## config.mk

```make
export PLATFORM = sky130hd
export DESIGN_NAME = id_ex_stage
export DESIGN_NICKNAME = d
export VERILOG_FILES = /design/src/rtl/id_ex_stage_pkg.sv /design/src/rtl/id_ex_stage_hazard_detect.sv /design/src/rtl/id_ex_stage.sv
export SDC_FILE = /design/constraint.sdc
export NUM_CORES = 1
export LEC_CHECK = 0
export ABC_CLOCK_PERIOD_IN_PS = 2850
export CORE_MARGIN = 4
export CORE_UTILIZATION = 30
export DETAILED_ROUTE_END_ITERATION = 8
export SLEW_MARGIN = 25
export SYNTH_ARGS = -nofsm -noshare
export SYNTH_HDL_FRONTEND = slang
export SYNTH_SLANG_ARGS = --single-unit
```

## constraint.sdc

```tcl
create_clock -name i_clk -period 2.85 [get_ports i_clk]
set_input_delay 0.855 -clock i_clk [delete_from_list [all_inputs] [get_ports i_clk]]
set_output_delay 0.855 -clock i_clk [all_outputs]
set_load 0.05 [all_outputs]
```

## src/rtl/id_ex_stage_pkg.sv

```systemverilog
// Shared constants for the ID/EX pipeline register: default widths, control-word
// bit positions and the ALU control class encodings.
package id_ex_stage_pkg;

    localparam int NB_DATA_DEF = 32;
    localparam int NB_REG_DEF  = 5;
    localparam int CTRL_W      = 7;
    localparam int MEM_CTRL_W  = 4;
    localparam int BUBBLE_W    = 16;

    // i_ctrl = {RegDst, ALUSrc, ShiftSrc, MemRead, MemWrite, MemtoReg, RegWrite}
    localparam int CTRL_REGDST   = 6;
    localparam int CTRL_ALUSRC   = 5;
    localparam int CTRL_SHIFTSRC = 4;
    localparam int CTRL_MEMREAD  = 3;
    localparam int CTRL_MEMWRITE = 2;
    localparam int CTRL_MEMTOREG = 1;
    localparam int CTRL_REGWRITE = 0;

    typedef enum logic [3:0] {
        ALUOP_RTYPE = 4'b0000,
        ALUOP_LDST  = 4'b0001,
        ALUOP_ADDI  = 4'b0010,
        ALUOP_ANDI  = 4'b0011,
        ALUOP_ORI   = 4'b0100,
        ALUOP_XORI  = 4'b0101,
        ALUOP_SLTI  = 4'b0110
    } alu_op_e;

endpackage

```

## src/rtl/id_ex_stage_hazard_detect.sv

```systemverilog
// Load-use hazard detection between the load sitting in EX and the instruction in ID.
// A squashed ID instruction never stalls, since it is about to become a bubble anyway.
module hazard_detect
    import id_ex_stage_pkg::*;
#(
    parameter int NB_REG = NB_REG_DEF
) (
    input  logic              i_ex_mem_read,
    input  logic              i_ex_valid,
    input  logic [NB_REG-1:0] i_ex_rt,
    input  logic [NB_REG-1:0] i_id_rs,
    input  logic [NB_REG-1:0] i_id_rt,
    input  logic              i_use_rs,
    input  logic              i_use_rt,
    input  logic              i_flush,
    output logic              o_stall
);

    logic rs_match;
    logic rt_match;

    always_comb begin
        rs_match = i_use_rs && (i_ex_rt == i_id_rs);
        rt_match = i_use_rt && (i_ex_rt == i_id_rt);
        o_stall  = i_ex_mem_read && i_ex_valid && (i_ex_rt != '0)
                   && (rs_match || rt_match) && !i_flush;
    end

endmodule

```

## src/rtl/id_ex_stage.sv

```systemverilog
// ID/EX pipeline register with bubble insertion on squash or load-use stall,
// operand muxing toward the ALU, and a saturating bubble counter for the debug unit.
module id_ex_stage
    import id_ex_stage_pkg::*;
#(
    parameter int NB_DATA = NB_DATA_DEF,
    parameter int NB_REG  = NB_REG_DEF
) (
    input  logic                  i_clk,
    input  logic                  i_reset_n,
    input  logic                  i_enable,
    input  logic                  i_flush,
    input  logic [NB_DATA-1:0]    i_rs_data,
    input  logic [NB_DATA-1:0]    i_rt_data,
    input  logic [NB_DATA-1:0]    i_imm,
    input  logic [NB_REG-1:0]     i_shamt,
    input  logic [NB_REG-1:0]     i_rs,
    input  logic [NB_REG-1:0]     i_rt,
    input  logic [NB_REG-1:0]     i_rd,
    input  logic                  i_use_rs,
    input  logic                  i_use_rt,
    input  logic [3:0]            i_ALUop,
    input  logic [5:0]            i_func,
    input  logic [CTRL_W-1:0]     i_ctrl,
    output logic [NB_DATA-1:0]    o_A,
    output logic [NB_DATA-1:0]    o_B,
    output logic [NB_DATA-1:0]    o_rt_data,
    output logic [NB_REG-1:0]     o_dst,
    output logic [3:0]            o_ALUop,
    output logic [5:0]            o_func,
    output logic [MEM_CTRL_W-1:0] o_mem_ctrl,
    output logic                  o_valid,
    output logic                  o_stall,
    output logic [BUBBLE_W-1:0]   o_bubble_cnt
);

    logic [NB_DATA-1:0]    rs_data_q, rs_data_d;
    logic [NB_DATA-1:0]    rt_data_q, rt_data_d;
    logic [NB_DATA-1:0]    imm_q, imm_d;
    logic [NB_REG-1:0]     shamt_q, shamt_d;
    logic [NB_REG-1:0]     rt_q, rt_d;
    logic [NB_REG-1:0]     rd_q, rd_d;
    alu_op_e               alu_op_q, alu_op_d;
    logic [5:0]            func_q, func_d;
    logic                  reg_dst_q, reg_dst_d;
    logic                  alu_src_q, alu_src_d;
    logic                  shift_src_q, shift_src_d;
    logic [MEM_CTRL_W-1:0] mem_ctrl_q, mem_ctrl_d;
    logic                  valid_q, valid_d;
    logic [BUBBLE_W-1:0]   bubble_cnt_q, bubble_cnt_d;
    logic                  stall;

    hazard_detect #(
        .NB_REG (NB_REG)
    ) u_hazard_detect (
        .i_ex_mem_read (mem_ctrl_q[CTRL_MEMREAD]),
        .i_ex_valid    (valid_q),
        .i_ex_rt       (rt_q),
        .i_id_rs       (i_rs),
        .i_id_rt       (i_rt),
        .i_use_rs      (i_use_rs),
        .i_use_rt      (i_use_rt),
        .i_flush       (i_flush),
        .o_stall       (stall)
    );

    always_comb begin
        rs_data_d    = rs_data_q;
        rt_data_d    = rt_data_q;
        imm_d        = imm_q;
        shamt_d      = shamt_q;
        rt_d         = rt_q;
        rd_d         = rd_q;
        alu_op_d     = alu_op_q;
        func_d       = func_q;
        reg_dst_d    = reg_dst_q;
        alu_src_d    = alu_src_q;
        shift_src_d  = shift_src_q;
        mem_ctrl_d   = mem_ctrl_q;
        valid_d      = valid_q;
        bubble_cnt_d = bubble_cnt_q;

        if (i_enable) begin
            if (i_flush || stall) begin
                rs_data_d   = '0;
                rt_data_d   = '0;
                imm_d       = '0;
                shamt_d     = '0;
                rt_d        = '0;
                rd_d        = '0;
                alu_op_d    = ALUOP_RTYPE;
                func_d      = '0;
                reg_dst_d   = 1'b0;
                alu_src_d   = 1'b0;
                shift_src_d = 1'b0;
                mem_ctrl_d  = '0;
                valid_d     = 1'b0;
                if (bubble_cnt_q != '1) begin
                    bubble_cnt_d = bubble_cnt_q + 1'b1;
                end
            end else begin
                rs_data_d   = i_rs_data;
                rt_data_d   = i_rt_data;
                imm_d       = i_imm;
                shamt_d     = i_shamt;
                rt_d        = i_rt;
                rd_d        = i_rd;
                alu_op_d    = alu_op_e'(i_ALUop);
                func_d      = i_func;
                reg_dst_d   = i_ctrl[CTRL_REGDST];
                alu_src_d   = i_ctrl[CTRL_ALUSRC];
                shift_src_d = i_ctrl[CTRL_SHIFTSRC];
                mem_ctrl_d  = i_ctrl[CTRL_MEMREAD:CTRL_REGWRITE];
                valid_d     = 1'b1;
            end
        end
    end

    always_ff @(posedge i_clk or negedge i_reset_n) begin
        if (!i_reset_n) begin
            rs_data_q    <= '0;
            rt_data_q    <= '0;
            imm_q        <= '0;
            shamt_q      <= '0;
            rt_q         <= '0;
            rd_q         <= '0;
            alu_op_q     <= ALUOP_RTYPE;
            func_q       <= '0;
            reg_dst_q    <= 1'b0;
            alu_src_q    <= 1'b0;
            shift_src_q  <= 1'b0;
            mem_ctrl_q   <= '0;
            valid_q      <= 1'b0;
            bubble_cnt_q <= '0;
        end else begin
            rs_data_q    <= rs_data_d;
            rt_data_q    <= rt_data_d;
            imm_q        <= imm_d;
            shamt_q      <= shamt_d;
            rt_q         <= rt_d;
            rd_q         <= rd_d;
            alu_op_q     <= alu_op_d;
            func_q       <= func_d;
            reg_dst_q    <= reg_dst_d;
            alu_src_q    <= alu_src_d;
            shift_src_q  <= shift_src_d;
            mem_ctrl_q   <= mem_ctrl_d;
            valid_q      <= valid_d;
            bubble_cnt_q <= bubble_cnt_d;
        end
    end

    // Operand muxes look only at registered state, so EX timing never sees ID paths.
    always_comb begin
        o_A = shift_src_q ? {{(NB_DATA-NB_REG){1'b0}}, shamt_q} : rs_data_q;
        o_B = alu_src_q ? imm_q : rt_data_q;
        o_dst = reg_dst_q ? rd_q : rt_q;
    end

    assign o_rt_data    = rt_data_q;
    assign o_ALUop      = alu_op_q;
    assign o_func       = func_q;
    assign o_mem_ctrl   = mem_ctrl_q;
    assign o_valid      = valid_q;
    assign o_stall      = stall;
    assign o_bubble_cnt = bubble_cnt_q;

endmodule

```

==> results of run 1 <==
-- state kept, by name (all words and copies together), names as in the netlist, 4 cells and up --
register	count
o_ALUop	4
o_rt_data	32
rt_q	5
o_bubble_cnt	16
o_func	6
rs_data_q	32
imm_q	32
rd_q	5
o_mem_ctrl	4
shamt_q	5
-- area by class of cell --
class                           count  area (µm²)
Clock buffer                       19         443
Clock inverter                     12         205
Fill cell                        1768       10100
Inverter                            4        17.5
Multi-Input combinational cell    271        2330
Sequential cell                   145        3630
Tap cell                          270         338
Timing Repair Buffer              299        3270
-- cells in the final DEF, fill, tap and decap left out, drive strengths merged, types with 2 or more instances in the layout --
| cell | Yosys | routed |
|---|---|---|
| nor2b | 27 | 27 |
| xnor2 | 16 | 16 |
| clkbuf | 22 | 19 |
| clkinv | 0 | 3 |
| nand2 | 9 | 9 |
| mux2 | 44 | 44 |
| dlymetal6s2s | 0 | 5 |
| dfrtp | 145 | 145 |
| a22o | 128 | 128 |
| or3 | 2 | 2 |
| nand4 | 6 | 6 |
| buf | 16 | 94 |
| and2 | 2 | 2 |
| dlygate4sd2 | 0 | 6 |
| xor2 | 8 | 8 |
| nor2 | 4 | 4 |
| nor3 | 5 | 5 |
| nor4 | 3 | 3 |
| inv | 4 | 6 |
| clkdlybuf4s15 | 0 | 4 |
| nand3 | 5 | 5 |
| bufinv | 0 | 5 |
| clkdlybuf4s50 | 0 | 190 |
| clkinvlp | 0 | 2 |
-- worst reg2reg max path, cell delays in order (launching register included) --
cell      delay, ns
dfrtp_1        0.48
xnor2_1        0.22
nand4_1        0.16
buf_4          0.18
buf_4          0.12
buf_4          0.12
buf_4          0.12
buf_4          0.12
buf_4          0.12
o221ai_2       0.22
nand2_1        0.07
buf_4          0.18
nor3_1         0.22
xor2_1         0.16
-- what timing repair did --
item	CTS	global route
hold buffers	0	0
buffers inserted	8	1
resized for setup	12	17
endpoints found under the setup margin	1	12
gates cloned	0	0
pin swaps	12	11
-- kinds of logic (layout without fill, tap and decap cells) --
kind of cell | Yosys count | count (layout)
AO/OA/AOI/OAI | 134 | 134
XOR/XNOR | 24 | 24
adder cells (fa/ha/maj) | 1 | 1
buffers and inverters | 42 | 334
flip-flops | 145 | 145
multiplexers | 44 | 44
AND/OR/NAND/NOR | 68 | 68
-- stage by stage --
stage / power [mW] / instances / hold slack, ns / area, µm²
after detailed placement: 4.26 / 980 / 0.483 / 9460
after floorplan: 3.42 / 458 / 0.465 / 6270
final: 6.69 / 1020 / 0.423 / 10200
after global routing: 6.97 / 1020 / 0.455 / 10200
after global placement: 4.23 / 980 / 0.480 / 9460
after CTS: 6.77 / 1019 / 0.435 / 10200
-- Yosys cell counts, drive strengths merged --
cell,n,area [µm²]
inv,4,15.0
o221a,1,11.3
ha,1,12.5
nor3,5,25.0
dfrtp,145,3630
xnor2,16,140
buf,16,263
or2,1,6.26
nand4b,1,8.76
or3,2,12.5
a21o,1,7.51
nor2b,27,169
a22o,128,1120
nand3b,1,7.51
nand3,5,25.0
nand2,9,33.8
and2,2,15.0
clkbuf,22,82.6
nor2,4,15.0
o311a,1,10.0
xor2,8,70.1
o221ai,1,8.76
o22ai,1,6.26
nor4,3,18.8
mux2,44,495
nor3b,1,7.51
nand4,6,37.5
and3,1,6.26
a21oi,1,8.76
-- layer usage --
layer	vias to the layer above	routed length (µm)	track usage [%]
li1	2275	-	-
met1	2452	8200	20.9
met2	192	9530	26.9
met3	29	1270	5.08
met4	0	399	5.30
met5	-	0	0
-- final timing paths --
check	to	cells after the start	start
hold / removal	o_rt_data[4]	1	i_reset_n
setup / recovery	o_stall	5	i_use_rs
setup reg to reg	o_bubble_cnt[9]	13	rt_q[2]
hold reg to reg	rs_data_q[5]	1	rs_data_q[5]
max in group asynchronous	rt_q[0]	2	i_reset_n
min in group i_clk	rs_data_q[5]	1	rs_data_q[5]
-- power by group --
part	internal [mW]	switching, mW
logic	0.811	1.03
registers	2.23	0.144
clock network	1.58	0.886
total	4.63	2.06
==> impl_metrics.yaml, run 1 <==
run_status:
  status: "completed"
global_routing:
  grt_max_degree: 66
  grt_pass1_vias: 5381
  antenna_found_initial: 0
  track_usage_pct: 16.4
  grt_overflow: 0
  grt_pass1_wl_um: 30900
synth:
  synthAdderAreaFrac_pct: 0.200
  synth_seq_cells: 145
  yosysSeqAreaShare_pct: 57.9
  netlist-cell-type-count: 33
  syn_nets: 598
  yosys_warnings: 0
  syn_area_per_cell_um2: 13.7
  synthXorXnorAreaFrac_pct: 3.35
  synth_mux_area_share_pct: 7.90
  syn_inst: 458
  synth_area_um2: 6270
  synth_compound_area_share_pct: 18.7
  synth_top_family_by_area: "compound AO/OA/AOI/OAI gates"
  yosys.area_share.simple_pct: 6.19
worst_setup_path:
  cp.required_ns: 2.00
  cpPeakStageDelay_ns: 0.47
  worstSetupPathType: "in -> out"
  crit_fanout: 2
  path_cells: "clkdlybuf4s50_1, nand2_1, o22ai_2, and3_4, buf_12"
  crit_path_end_kind: "output pin"
  critical_path_buf_inv_count: 2
  worstSetupStartpointType: "primary input"
  slowest_stage: "clkdlybuf4s50_1"
  critPathTopFamily: "buffers and inverters"
  cp.arrival_ns: 1.99
  reg2reg_slack_ns: 0.28
timing:
  hold_viol: 0
  finalClockSkew_ns: 0.0139
  fin_crit_sh_pct: 99.8
  tns_ns: 0
  relSlewSlack_pct: 61.5
  slew_viol_final: 0
  finalSetupViolCount: 0
  tightest_slew_ns: 0.578
  period_minus_slack_ns: 2.85
  setup_ws_ns: 0.00484
  clock.fmax_ghz: 0.351
worst_hold_path:
  min_path_type: "in -> async"
cts:
  cts_made_buffers: 17
  htree_levels: 4
  clk_latency_ns: 0.41
  clockRootBuffer: "clkbuf_16"
  cts.clk_slew.worst_paths_ns: 0.06
  clkSinkCount: 145
  tritoncts: "yes"
  clock_path_buffers: 2
placed_design:
  pre_cts_ws_ns: -0.212
  io_buffers: 271
  gp_congestion: 0.835
  dp.final_hpwl_um: 13900
pwr:
  power.leakage_nw: 4.65
  vdd_drop_max_v: 0.000318
  p_per_area_nw_per_um2: 654
drt:
  avgViaCountPerCell: 4.85
  antenna_left: 0
  wl_um: 19400
  wire_per_inst_um: 19.0
  dr.pass1.iters: 4
  post-route-drc-count: 0
  vias: 4948
  drt_iter0_drc: 243
final_layout:
  antenna_cells: 0
  drive_gt1_share_pct: 24.4
  nets: 878
  area_growth_pct: 63.2
  finish.utilization_pct: 50.2
job:
  maxCapViolations: 0
floorplan:
  num_io_pins: 272
  die-area_um2: 23300
  num_rows: 52
  die_width_um: 153
  core_um2: 20400
  dieHeight_um: 153
  initial_utilization_pct: 30.8
Note: power is estimated with default switching activity, not from simulation.
==> run 2: changes to the inputs <==
Settings changed: GPL_ROUTABILITY_DRIVEN set to 0.
==> results of run 2 <==
No change in the layout: final DEF, timing and power equal those of run 1.
